[src/rtl/seq_divider_pkg.sv]
// Shared definitions for the sequential restoring divider: FSM encoding and
// the iteration-counter width rule.
package seq_divider_pkg;

  typedef enum logic [1:0] {
    IDLE = 2'd0,
    CALC = 2'd1,
    DONE = 2'd2
  } state_t;

  localparam int DEFAULT_WIDTH = 4;

  // Counter must hold values 0..WIDTH inclusive.
  function automatic int cnt_width(input int width);
    return $clog2(width + 1);
  endfunction

  localparam int CNT_W = cnt_width(DEFAULT_WIDTH);

endpackage

[src/rtl/lead_zero_count.sv]
// Combinational leading-zero counter; returns WIDTH when the input is zero.
module lead_zero_count
  import seq_divider_pkg::*;
#(
  parameter int WIDTH = DEFAULT_WIDTH,
  parameter int CW    = cnt_width(WIDTH)
) (
  input  logic [WIDTH-1:0] value,
  output logic [CW-1:0]    count
);

  // NOTE: the default assignment before the loop keeps this purely
  // combinational; without it a zero input would infer a latch.
  always_comb begin
    count = CW'(WIDTH);
    for (int i = 0; i < WIDTH; i++) begin
      if (value[i]) count = CW'(WIDTH - 1 - i);
    end
  end

endmodule

[src/rtl/seq_divider.sv]
// Sequential unsigned restoring divider, one quotient bit per cycle, with
// leading zeros of the dividend skipped and a start/busy/done handshake.
module seq_divider
  import seq_divider_pkg::*;
#(
  parameter int WIDTH = DEFAULT_WIDTH
) (
  input  logic             clk,
  input  logic             rst_n,
  input  logic             start,
  input  logic [WIDTH-1:0] dividend,
  input  logic [WIDTH-1:0] divisor,
  output logic             busy,
  output logic             done,
  output logic [WIDTH-1:0] quotient,
  output logic [WIDTH-1:0] remainder,
  output logic             div_by_zero
);

  localparam int CW = cnt_width(WIDTH);

  state_t           state, state_next;
  logic [WIDTH-1:0] r_q, q_q, d_q;
  logic [CW-1:0]    cnt_q;
  logic [CW-1:0]    lz;
  logic [WIDTH:0]   trial;
  logic             no_borrow;
  logic [WIDTH-1:0] r_next, q_next;

  lead_zero_count #(.WIDTH(WIDTH), .CW(CW)) u_lzc (
    .value (dividend),
    .count (lz)
  );

  // Trial subtraction one bit wider than the operands; the top bit is the borrow.
  assign trial     = {r_q, q_q[WIDTH-1]} - {1'b0, d_q};
  assign no_borrow = ~trial[WIDTH];
  assign r_next    = no_borrow ? trial[WIDTH-1:0] : {r_q[WIDTH-2:0], q_q[WIDTH-1]};
  assign q_next    = {q_q[WIDTH-2:0], no_borrow};

  // NOTE: all clocked state uses non-blocking assignments so every register
  // samples pre-edge values regardless of statement order.
  always_ff @(posedge clk) begin
    if (!rst_n) state <= IDLE;
    else        state <= state_next;
  end

  always_comb begin
    state_next = state;
    busy       = 1'b0;
    done       = 1'b0;
    unique case (state)
      IDLE: begin
        if (start) begin
          if (divisor == '0 || dividend == '0) state_next = DONE;
          else                                 state_next = CALC;
        end
      end
      CALC: begin
        busy = 1'b1;
        if (cnt_q == CW'(1)) state_next = DONE;
      end
      DONE: begin
        busy       = 1'b1;
        done       = 1'b1;
        state_next = IDLE;
      end
      default: state_next = IDLE;
    endcase
  end

  // NOTE: working registers are reset along with the outputs so an aborted
  // division leaves no stale partial remainder or quotient behind.
  always_ff @(posedge clk) begin
    if (!rst_n) begin
      r_q         <= '0;
      q_q         <= '0;
      d_q         <= '0;
      cnt_q       <= '0;
      quotient    <= '0;
      remainder   <= '0;
      div_by_zero <= 1'b0;
    end else begin
      unique case (state)
        IDLE: begin
          if (start) begin
            d_q   <= divisor;
            r_q   <= '0;
            q_q   <= dividend << lz;
            cnt_q <= CW'(WIDTH) - lz;
            if (divisor == '0) begin
              quotient    <= '1;
              remainder   <= dividend;
              div_by_zero <= 1'b1;
            end else if (dividend == '0) begin
              quotient    <= '0;
              remainder   <= '0;
              div_by_zero <= 1'b0;
            end
          end
        end
        CALC: begin
          r_q   <= r_next;
          q_q   <= q_next;
          cnt_q <= cnt_q - CW'(1);
          if (cnt_q == CW'(1)) begin
            quotient    <= q_next;
            remainder   <= r_next;
            div_by_zero <= 1'b0;
          end
        end
        default: ;
      endcase
    end
  end

endmodule

[config.mk]
export PLATFORM = sky130hd
export DESIGN_NAME = seq_divider
export DESIGN_NICKNAME = d
export VERILOG_FILES = /design/src/rtl/seq_divider_pkg.sv /design/src/rtl/lead_zero_count.sv /design/src/rtl/seq_divider.sv
export SDC_FILE = /design/constraint.sdc
export NUM_CORES = 1
export LEC_CHECK = 0
export CAP_MARGIN = 20
export CORE_MARGIN = 4
export CORE_UTILIZATION = 50
export DETAILED_ROUTE_END_ITERATION = 10
export DONT_BUFFER_PORTS = 1
export PLACE_DENSITY = 0.75
export RECOVER_POWER = 100
export REMOVE_ABC_BUFFERS = 1
export SYNTH_ARGS = -nofsm -noshare
export SYNTH_HDL_FRONTEND = slang
export SYNTH_SLANG_ARGS = --single-unit
[constraint.sdc]
create_clock -name clk -period 2.9 [get_ports clk]
set_input_delay 0.435 -clock clk [delete_from_list [all_inputs] [get_ports clk]]
set_output_delay 0.435 -clock clk [all_outputs]
set_load 0.01 [all_outputs]
==> results of run 1 <==
[power breakdown]
part	total, mW	internal (mW)	switching [mW]
clock	0.247	0.140	0.107
sequential	0.467	0.423	0.0437
combinational	0.560	0.206	0.354
total	1.27	0.769	0.505
[worst register-to-register path, stage by stage, from the launching register on]
cell and delay [ns]:
sky130_fd_sc_hd__dfxtp_1 0.36, sky130_fd_sc_hd__inv_1 0.06, sky130_fd_sc_hd__ha_1 0.22, sky130_fd_sc_hd__fa_1 0.40
sky130_fd_sc_hd__nand2b_1 0.16, sky130_fd_sc_hd__a21oi_1 0.16, sky130_fd_sc_hd__xor2_1 0.60, sky130_fd_sc_hd__mux2_1 0.42
sky130_fd_sc_hd__o32ai_1 0.12
[stage by stage]
step,hold slack (ns),total power [mW]
floorplan,0.432,0.943
global placement,0.441,1.05
detailed placement,0.450,1.08
CTS,0.218,1.32
global route,0.195,1.37
finish,0.222,1.27
[metal layers]
| layer | wire [um] | vias up | track usage (%) |
|---|---|---|---|
| met5 | 0 | - | 0 |
| li1 | - | 615 | - |
| met3 | 193 | 7 | 2.52 |
| met2 | 1520 | 43 | 28.2 |
| met1 | 1450 | 594 | 21.3 |
| met4 | 36 | 0 | 4.41 |
[placed cells by master, fill, tap and decap left out, types with 4 or more instances in the layout]
master / instances
sky130_fd_sc_hd__dfxtp_1: 26
sky130_fd_sc_hd__nand2_1: 17
sky130_fd_sc_hd__a21oi_1: 16
sky130_fd_sc_hd__o21ai_0: 13
sky130_fd_sc_hd__inv_1: 12
sky130_fd_sc_hd__nand3_1: 11
sky130_fd_sc_hd__ha_1: 10
sky130_fd_sc_hd__nor2_1: 9
sky130_fd_sc_hd__a22oi_1: 4
sky130_fd_sc_hd__o22ai_1: 4
[worst paths after layout]
| check | from | end | slack [ns] |
|---|---|---|---|
| worst max register to register | q_q[3] | r_q[0] | 0.33 |
| worst max-delay path | q_q[3] | r_q[0] | 0.33 |
| worst min register to register | d_q[3] | d_q[3] | 0.46 |
| worst min-delay path | rst_n | quotient[2] | 0.22 |
[sequential cells by signal, indices dropped and copies added (netlist names)]
signal and flops:
q_q 4, cnt_q 3, quotient 4, state 2, div_by_zero 1, r_q 4
remainder 4, d_q 4
[final cells by class]
class,count,area share (%)
Clock buffer,3,1.48
Sequential cell,26,34.2
Tap cell,31,2.55
Timing Repair Buffer,2,0.739
Clock inverter,1,1.97
Multi-Input combinational cell,128,55.9
Inverter,13,3.20
[cell families after synthesis]
family	Yosys count	share of synthesized area [%]
AO/OA/AOI/OAI	54	24.2
XOR/XNOR	4	2.85
adder cells (fa/ha/maj)	11	9.71
buffers and inverters	21	6.02
flip-flops	26	34.8
multiplexers	5	3.51
AND/OR/NAND/NOR	54	18.9
==> Implementation_results.wiki, run 1 <==
{| class="wikitable"
! Metric !! Value
|-
| Result of the run || finished clean
|-
| Critical path peak fanout || 8
|-
| Routed wire length || 3190 um
|-
| Count of inserted antenna diode cells || 0
|-
| Total routing resource utilization after global routing || between 15 and 20%
|-
| Effective utilization at floorplan || 53.3%
|-
| Max Buffers Root-to-Sink || 2
|-
| Worst-Margin Slew || about 0.84 ns
|-
| Synth area leaders || sky130_fd_sc_hd__dfxtp_1, sky130_fd_sc_hd__ha_1, sky130_fd_sc_hd__a21oi_1
|-
| Post-synth top cells || sky130_fd_sc_hd__dfxtp_1, sky130_fd_sc_hd__nand2_1, sky130_fd_sc_hd__a21oi_1, sky130_fd_sc_hd__inv_1, sky130_fd_sc_hd__o21ai_0
|-
| Number of max-cap violations || 0
|-
| Max-Slew Margin vs Limit || 43.6%
|-
| Port bufs || 0
|-
| Clock tree from TritonCTS || done
|-
| Critical path, cell by cell || inv_1 -> ha_1 -> fa_1 -> nand2b_1 -> a21oi_1 -> xor2_1 -> mux2_1 -> o32ai_1
|-
| Leakage power || ~0.58 nW
|-
| DP Worst Slack || between 0.5 and 0.6 ns
|-
| Post-layout minimum cycle time || 2.57 ns
|-
| Gr ovfl total || 0
|-
| Crit end category || flip-flop
|-
| Vias per Instance || 6.17
|-
| Clock latency on the worst-skew pair || between 0.3 and 0.4 ns
|-
| Vertical die dimension || 62.7 um
|-
| Global-route wire length before repair || 5330 um
|-
| Number of antenna violations at the first check in global routing || 0
|-
| Number of nets with antenna violations after routing || 0
|-
| Most used standard cell by instance count after synthesis || sky130_fd_sc_hd__dfxtp_1
|-
| Die span in x || ~63 um
|-
| Cells after Synth || about 180
|-
| Fin Clk Skew || 0.00668 ns
|-
| Drt initial violations || 79
|-
| Instance area after placement || 1510 um^2
|-
| Depth of the worst register-to-register path || 8
|-
| Total non-filler cell area in the finished layout || 1520 um^2
|-
| Portion of the post-synthesis area used by sequential elements || 34.8%
|-
| Worst vdd ir || 0.000430 V
|-
| Crit path buf inv count || 1
|-
| Total stage count of the critical path || 8
|-
| Number of remaining DRC errors || 0
|-
| Number of cells on the worst hold path || 1
|-
| Fraction of post-synthesis cell area in the top cell type by area || 34.8%
|-
| Final instance count without filler cells || 204
|-
| Setup TNS after final layout || 0 ns
|-
| First-pass iteration count of the detailed router || 8
|-
| Footprint of the multi-input gates || 852 um^2
|-
| Filler cell count in the final layout || around 260
|-
| Core ar. || 2810 um^2
|-
| Final worst-path setup slack || 0.326 ns
|-
| Required time reported for the critical path endpoint || 3.14 ns
|-
| Largest net degree at the start of global routing || 21
|-
| Unrepaired setup endpoints after global routing || false
|-
| Most used flip-flop cell after synthesis || sky130_fd_sc_hd__dfxtp_1
|-
| Num CTS Buffers || 3
|-
| Fraction of synthesis flops using an asynchronous set or reset pin || 0%
|-
| Routed wire per std cell || 15.7 um
|-
| Synth Area per Inst || 8.54 um^2
|-
| Pwr dens || 836 nW/um^2
|-
| Post CTS Setup Buffer Count || 0
|-
| Arrival time of the worst setup path || 2.81 ns
|-
| Clock input transition at the sequential cells of the worst setup and hold paths || between 0.1 and 0.15 ns
|-
| Post-synth EDFFs || 0
|-
| Worst path slowest cell || sky130_fd_sc_hd__xor2_1
|-
| Final-report max-slew violation count || 0
|-
| Count of hold buffers inserted by post-cts repair || 0
|-
| Min-delay worst type || input pin to flip-flop
|-
| Util after Layout || 54.3%
|-
| Worst Setup Path Type || flip-flop to flip-flop
|-
| Flip-flop and latch area || 520 um^2
|-
| Share of post-route cells with drive strength above 1 || 7.51%
|-
| Number of global-route vias before repair || around 1200
|-
| Yosys top cell by area || sky130_fd_sc_hd__dfxtp_1
|-
| Gp weighted congestion || approximately 0.8
|-
| Resize count post-CTS || 0
|-
| Area of the die || just under 4000 um^2
|-
| Count of vias placed by the detailed router || 1259
|-
| Clock H-tree levels || 1
|-
| Top-Level Pins || 22
|-
| CTS sink count || 26
|-
| Layout overhead on the synthesized area || 1.92%
|-
| CP peak stage delay || 0.60 ns
|-
| Count of cell types in the netlist || 43
|-
| Placed instance count || 200
|-
| Fin crit share || 88.8%
|-
| Post-layout nets || 196
|-
| Post-detail-place hpwl || between 2000 and 2500 um
|-
| Count of warnings emitted by yosys || 0
|-
| Std-Cell Rows || 19
|-
| Cell family with the largest share of critical-path delay || adder cells
|-
| Endpoints failing setup || 0
|-
| Library cell used as clock root buffer || sky130_fd_sc_hd__clkbuf_4
|-
| Mapped Area || around 1500 um^2
|-
| Maximum operating frequency || 389 MHz
|-
| Worst Setup Start Kind || flip-flop
|-
| Final Hold Vio Count || 0
|-
| Number of synthesized register bits || 26
|}
Power figures use the tool's default switching activity.
==> run 2, diff against run 1 <==
Settings changed: CORE_ASPECT_RATIO set to 0.9.
==> run 2 against run 1 <==
  * Cell area is 0.90% higher
  * Largest power group unchanged
  * Fmax up 4.6%
  * Register-to-register slack improved by 0.11 ns
  * Critical path type unchanged
  * Die area about the same
==> Implementation_results.wiki, run 2 (synthesized netlist as in run 1, its figures left out) <==
{| class="wikitable"
! Metric !! Value
|-
| Final-report max-slew violation count || 0 (unchanged)
|-
| Port bufs || 0 (unchanged)
|-
| Largest net degree at the start of global routing || 21 (unchanged)
|-
| CTS sink count || 26 (unchanged)
|-
| Number of nets with antenna violations after routing || 0 (unchanged)
|-
| Post-layout nets || 195 (-0.51%)
|-
| Post-layout minimum cycle time || 2.46 ns (-0.113 ns)
|-
| Commonest cells after routing, fill and taps aside || sky130_fd_sc_hd__dfxtp_1, sky130_fd_sc_hd__nand2_1, sky130_fd_sc_hd__a21oi_1, sky130_fd_sc_hd__o21ai_0, sky130_fd_sc_hd__inv_1
|-
| Std-Cell Rows || 18 (-1)
|-
| Max Buffers Root-to-Sink || 2 (unchanged)
|-
| Gr ovfl total || 0 (unchanged)
|-
| Worst Hold Slack || 0.211 ns (-0.0115 ns)
|-
| Vertical die dimension || 59.9 um (-4.5%)
|-
| Core ar. || 2820 um^2 (+0.36%)
|-
| Share of post-route cells with drive strength above 1 || 8.14% (+0.63 points)
|-
| Routed wire length || 3280 um (+2.6%)
|-
| Critical path peak fanout || 8 (unchanged)
|-
| Maximum operating frequency || 406 MHz (+4.6%)
|-
| Drt initial violations || 64 (-19%)
|-
| Terminus of the critical flop-to-flop path || r_q[0]
|-
| Clock H-tree levels || 1 (unchanged)
|-
| Worst setup slack for register-to-register paths || 0.44 ns (+0.11 ns)
|-
| Count of hold buffers inserted by post-cts repair || 0 (unchanged)
|-
| Leakage power || 0.578 nW (-0.14%)
|-
| Routed wire per std cell || 15.5 um (-1.3%)
|-
| Vias per Instance || 5.87 (-4.8%)
|-
| Worst Setup Start Kind || flip-flop
|-
| Die span in x || 65.6 um (+4.7%)
|-
| Pwr dens || 832 nW/um^2 (-0.48%)
|-
| Gp weighted congestion || 0.831 (+3.4%)
|-
| Worst vdd ir || 0.000396 V (-7.9%)
|-
| First-pass iteration count of the detailed router || 4 (-4)
|-
| Setup crit start || q_q[3]
|-
| Worst Setup Path Type || flip-flop to flip-flop
|-
| Crit end category || flip-flop
|-
| Arrival time of the worst setup path || 2.69 ns (-0.12 ns)
|-
| Min-delay worst type || input pin to flip-flop
|-
| Worst-Margin Slew || 1.16 ns (+0.318 ns)
|-
| Depth of the worst register-to-register path || 8 (unchanged)
|-
| Layout overhead on the synthesized area || 2.84%
|-
| Final Hold Vio Count || 0 (unchanged)
|-
| Setup TNS after final layout || 0 ns (unchanged)
|-
| Endpoints failing setup || 0 (unchanged)
|-
| Reg-to-reg startpoint || q_q[3]
|-
| Max-Slew Margin vs Limit || 21.8% (-22 points)
|-
| Number of remaining DRC errors || 0 (unchanged)
|-
| Post-detail-place hpwl || 2520 um (+5.2%)
|-
| Required time reported for the critical path endpoint || 3.13 ns (about the same)
|-
| Effective utilization at floorplan || 53.1% (-0.19 points)
|-
| Post CTS Setup Buffer Count || 0 (unchanged)
|-
| Flip-flop and latch area || 520 um^2 (unchanged)
|-
| Total routing resource utilization after global routing || 19.1% (+2.6 points)
|-
| Number of max-cap violations || 0 (unchanged)
|-
| Footprint of the multi-input gates || 858 um^2 (+0.73%)
|-
| Result of the run || finished clean
|-
| Clock tree from TritonCTS || done
|-
| Leading cell type in the layout, fill and taps excluded || sky130_fd_sc_hd__dfxtp_1
|-
| Library cell used as clock root buffer || sky130_fd_sc_hd__clkbuf_4
|-
| Count of vias placed by the detailed router || 1245 (-1.1%)
|-
| Count of inserted antenna diode cells || 0 (unchanged)
|-
| Global-route wire length before repair || 5800 um (+8.7%)
|-
| Clock input transition at the sequential cells of the worst setup and hold paths || 0.15 ns (about the same)
|-
| Hold wc startpoint || rst_n
|-
| Fin crit share || 84.9% (-3.9 points)
|-
| Unrepaired setup endpoints after global routing || false
|-
| Resize count post-CTS || 0 (unchanged)
|-
| Clock latency on the worst-skew pair || 0.32 ns (about the same)
|-
| Number of global-route vias before repair || 1249 (+7.1%)
|-
| Fin Clk Skew || 0.0128 ns (+0.00615 ns)
|-
| Number of antenna violations at the first check in global routing || 0 (unchanged)
|-
| Top-Level Pins || 22 (unchanged)
|-
| Num CTS Buffers || 3 (unchanged)
|-
| Critical Path End || r_q[0]
|-
| Area of the die || 3930 um^2 (about the same)
|-
| Filler cell count in the final layout || 279 (+5.7%)
|}
run 2: changes by cell type in the layout (fill, tap and decap cells not counted):
cell / previous run / this run
sky130_fd_sc_hd__xor2_1: 2 / 1
sky130_fd_sc_hd__xor2_2: 0 / 1
sky130_fd_sc_hd__clkbuf_1: 1 / 0
sky130_fd_sc_hd__and2_2: 1 / 2
sky130_fd_sc_hd__and2_4: 1 / 0
run 2: worst min-delay path by stage:
stage                        endpoint  slack [ns]  depth (start not counted)
final                     quotient[3]        0.21                          1
after global routing      quotient[3]        0.19                          1
after global placement         q_q[1]        0.44                          2
after detailed placement       q_q[1]        0.45                          2
after floorplan                q_q[1]        0.43                          2
after CTS                 quotient[3]        0.21                          1
run 2: layout make-up:
class	count	share of cell area, %
sequential	26	33.8
clock inverter	1	1.95
clock buffer	3	1.46
tap	40	3.25
multi-input combinational	128	55.8
inverter	13	3.17
timing repair buffer	1	0.488
run 2: where the power goes:
part           switching, mW  internal, mW
Sequential            0.0437         0.423
Combinational          0.357         0.207
Clock                  0.109         0.140
Total                  0.509         0.770
run 2: critical path, cell delays in order, from the launching register on:
cell and delay [ns]:
sky130_fd_sc_hd__dfxtp_1 0.36, sky130_fd_sc_hd__inv_1 0.06, sky130_fd_sc_hd__ha_1 0.22, sky130_fd_sc_hd__fa_1 0.40
sky130_fd_sc_hd__nand2b_1 0.16, sky130_fd_sc_hd__a21oi_1 0.23, sky130_fd_sc_hd__xor2_2 0.40, sky130_fd_sc_hd__mux2_1 0.40
sky130_fd_sc_hd__o32ai_1 0.12
run 2: metrics by stage:
step | cells | worst slack [ns] | cell area (um^2) | utilization (%) | power (mW)
global placement | 208 | 0.621 | 1510 | 53.7 | 1.05
detailed placement | 208 | 0.493 | 1510 | 53.7 | 1.08
finish | 212 | 0.439 | 1540 | 54.6 | 1.28
floorplan | 167 | 0.713 | 1450 | - | 0.943
CTS | 212 | 0.455 | 1560 | 55.6 | 1.33
global route | 212 | 0.250 | 1540 | 54.6 | 1.38
run 2: per-layer routing:
metal | up-vias | track usage, % | wire, um
met3 | 6 | 4.70 | 199
met4 | 0 | 4.73 | 40
met5 | - | 0 | 0
li1 | 616 | - | -
met2 | 29 | 32.9 | 1580
met1 | 594 | 23.9 | 1460
==> run 3, diff against run 2 <==
Clock period 2.9 ns to 2.3 ns, I/O delays scaled along.
==> run 3 against run 2 <==
  * Flip-flop and latch count stayed put
  * Clock skew decreased by 0.012 ns
  * Cell count increased by 1.9%
  * Clock power is 28% higher
  * Global-route usage decreased by 0.13 points
  * Register-to-register slack lost 0.33 ns
  * Clock-buffer cell count is the same
==> Implementation_results.wiki, run 3 (synthesized netlist as in run 1, its figures left out) <==
{| class="wikitable"
! Metric !! Value
|-
| Pwr dens || 1070 nW/um^2 (+28%)
|-
| Required time reported for the critical path endpoint || 2.52 ns (-0.61 ns)
|-
| Crit end category || flip-flop
|-
| Internal || 1.04 mW (+35%)
|-
| Worst vdd ir || 0.000461 V (+16%)
|-
| Largest net degree at the start of global routing || 17 (-19%)
|-
| Arrival time of the worst setup path || 2.41 ns (-0.28 ns)
|-
| Uppermost signal routing layer after detailed routing || met4
|-
| Layout overhead on the synthesized area || 7.78%
|-
| Drt initial violations || 84 (+31%)
|-
| Count of inserted antenna diode cells || 0 (unchanged)
|-
| Number of max-cap violations || 0 (unchanged)
|-
| Std-Cell Rows || 18 (unchanged)
|-
| Core ar. || 2820 um^2 (unchanged)
|-
| Die span in x || 65.6 um (unchanged)
|-
| Gp weighted congestion || 0.858 (+3.2%)
|-
| Combinational share of power || 47.2% (+3.1 points)
|-
| Worst Hold Slack || 0.120 ns (-0.0911 ns)
|-
| First-pass iteration count of the detailed router || 4 (unchanged)
|-
| CTS sink count || 26 (unchanged)
|-
| Post CTS Setup Buffer Count || 0 (unchanged)
|-
| Hold wc startpoint || rst_n
|-
| Fin Clk Skew || 0.000843 ns (-0.0120 ns)
|-
| Leakage power || 0.617 nW (+6.7%)
|-
| Max-Slew Margin vs Limit || 65.3% (+44 points)
|-
| Post-detail-place hpwl || 2460 um (-2.4%)
|-
| Final instance count without filler cells || 216 (+1.9%)
|-
| Clock tree from TritonCTS || done
|-
| Library cell used as clock root buffer || sky130_fd_sc_hd__clkbuf_4
|-
| Proportion of power drawn by flip-flops and latches || 34.3% (-2.2 points)
|-
| Worst setup slack for register-to-register paths || 0.11 ns (-0.33 ns)
|-
| Routed wire per std cell || 15.4 um (-0.65%)
|-
| Reg-to-reg startpoint || q_q[3]
|-
| Wire length on met1 || 1520 um (+4.7%)
|-
| Area of the die || 3930 um^2 (unchanged)
|-
| Placed instance count || 212 (+1.9%)
|-
| Count of vias placed by the detailed router || 1238 (-0.56%)
|-
| Routed wire length || 3320 um (+1.2%)
|-
| Number of remaining DRC errors || 0 (unchanged)
|-
| Clock H-tree levels || 1 (unchanged)
|-
| Post-layout minimum cycle time || 2.19 ns (-0.266 ns)
|-
| Worst-Margin Slew || 0.519 ns (-0.642 ns)
|-
| Number of global-route vias before repair || 1212 (-3.0%)
|-
| Worst Setup Start Kind || flip-flop
|-
| Resize count post-CTS || 0 (unchanged)
|-
| Maximum operating frequency || 456 MHz (+12%)
|-
| Result of the run || finished clean
|-
| Setup crit start || q_q[3]
|-
| Total routing resource utilization after global routing || 18.9% (-0.13 points)
|-
| Fin crit share || 95.4% (+11 points)
|-
| Global-route wire length before repair || 5740 um (-0.97%)
|-
| Number of nets with antenna violations after routing || 0 (unchanged)
|-
| Switching part of the total || 39.5% (-0.25 points)
|-
| Count of hold buffers inserted by post-cts repair || 0 (unchanged)
|-
| Critical path peak fanout || 5 (-3)
|-
| Final-report max-slew violation count || 0 (unchanged)
|-
| Routed wl met3 || 145 um (-27%)
|-
| Post-layout power || 1.72 mW (+34%)
|-
| Net switching power figure || 681 uW (+34%)
|-
| Clock input transition at the sequential cells of the worst setup and hold paths || 0.14 ns (about the same)
|-
| Vertical die dimension || 59.9 um (unchanged)
|-
| Leading cell type in the layout, fill and taps excluded || sky130_fd_sc_hd__dfxtp_1
|-
| Min-delay worst type || input pin to flip-flop
|-
| Num CTS Buffers || 3 (unchanged)
|-
| Endpoints failing setup || 0 (unchanged)
|-
| Setup TNS after final layout || 0 ns (unchanged)
|-
| Share of post-route cells with drive strength above 1 || 15.3% (+7.2 points)
|-
| Port bufs || 0 (unchanged)
|-
| WL met2 || 1630 um (+3.2%)
|-
| Part of the power in the clock network || 18.5% (-0.9 points)
|-
| Post-layout nets || 199 (+2.1%)
|-
| Final Hold Vio Count || 0 (unchanged)
|-
| Top-Level Pins || 22 (unchanged)
|-
| Commonest cells after routing, fill and taps aside || sky130_fd_sc_hd__dfxtp_1, sky130_fd_sc_hd__nand2_1, sky130_fd_sc_hd__a21oi_1, sky130_fd_sc_hd__o21ai_0, sky130_fd_sc_hd__inv_1
|-
| Number of antenna violations at the first check in global routing || 0 (unchanged)
|-
| Clock latency on the worst-skew pair || 0.32 ns (about the same)
|-
| Worst Setup Path Type || flip-flop to flip-flop
|-
| Max Buffers Root-to-Sink || 2 (unchanged)
|-
| Gr ovfl total || 0 (unchanged)
|-
| Effective utilization at floorplan || 53.1% (unchanged)
|-
| Unrepaired setup endpoints after global routing || true
|-
| Vias per Instance || 5.73 (-2.4%)
|}
run 3: cell count changes in the layout (fill, tap and decap cells not counted), sizes merged:
cell and delta:
clkbuf +1, buf +3
run 3: worst max-delay path: stages (launching register included):
cell                       delay, ns
sky130_fd_sc_hd__dfxtp_2        0.35
sky130_fd_sc_hd__inv_1          0.05
sky130_fd_sc_hd__ha_1           0.22
sky130_fd_sc_hd__fa_2           0.35
sky130_fd_sc_hd__nand2b_1       0.16
sky130_fd_sc_hd__a21oi_2        0.19
sky130_fd_sc_hd__xor2_2         0.30
sky130_fd_sc_hd__buf_4          0.21
sky130_fd_sc_hd__mux2i_1        0.18
sky130_fd_sc_hd__o22ai_1        0.09
run 3: final timing paths:
kind / endpoint / cells after the start
worst min-delay path: quotient[2] / 1
worst min register to register: d_q[2] / 2
worst max-delay path: remainder[3] / 9
worst max register to register: remainder[3] / 9
run 3: layout make-up:
type	instances	area [um^2]
Fill cell	269	1200
Multi-Input combinational cell	128	903
Sequential cell	26	522
Tap cell	40	50.0
Inverter	13	48.8
Timing Repair Buffer	5	35.0
Clock inverter	1	30.0
Clock buffer	3	22.5
run 3: power by group through the flow:
| stage | combinational, mW | sequential, mW | clock, mW |
|---|---|---|---|
| floorplan | 0.604 | 0.585 | 0 |
| global placement | 0.766 | 0.596 | 0 |
| detailed placement | 0.792 | 0.600 | 0 |
| CTS | 0.800 | 0.590 | 0.324 |
| global route | 0.914 | 0.602 | 0.345 |
| finish | 0.813 | 0.590 | 0.318 |
run 3: stage by stage:
step	utilization [%]	worst slack, ns	area [um^2]
after floorplan	-	0.113	1450
after global placement	54.8	0.143	1540
after detailed placement	54.8	0.0679	1540
after CTS	56.6	0.0191	1590
after global routing	57.2	-0.00715	1610
final	57.2	0.105	1610
run 3: per-layer routing:
layer | track usage (%) | vias up
met5 | 0 | -
met3 | 5.26 | 2
met2 | 30.0 | 23
met4 | 4.44 | 0
li1 | - | 623
met1 | 25.6 | 590
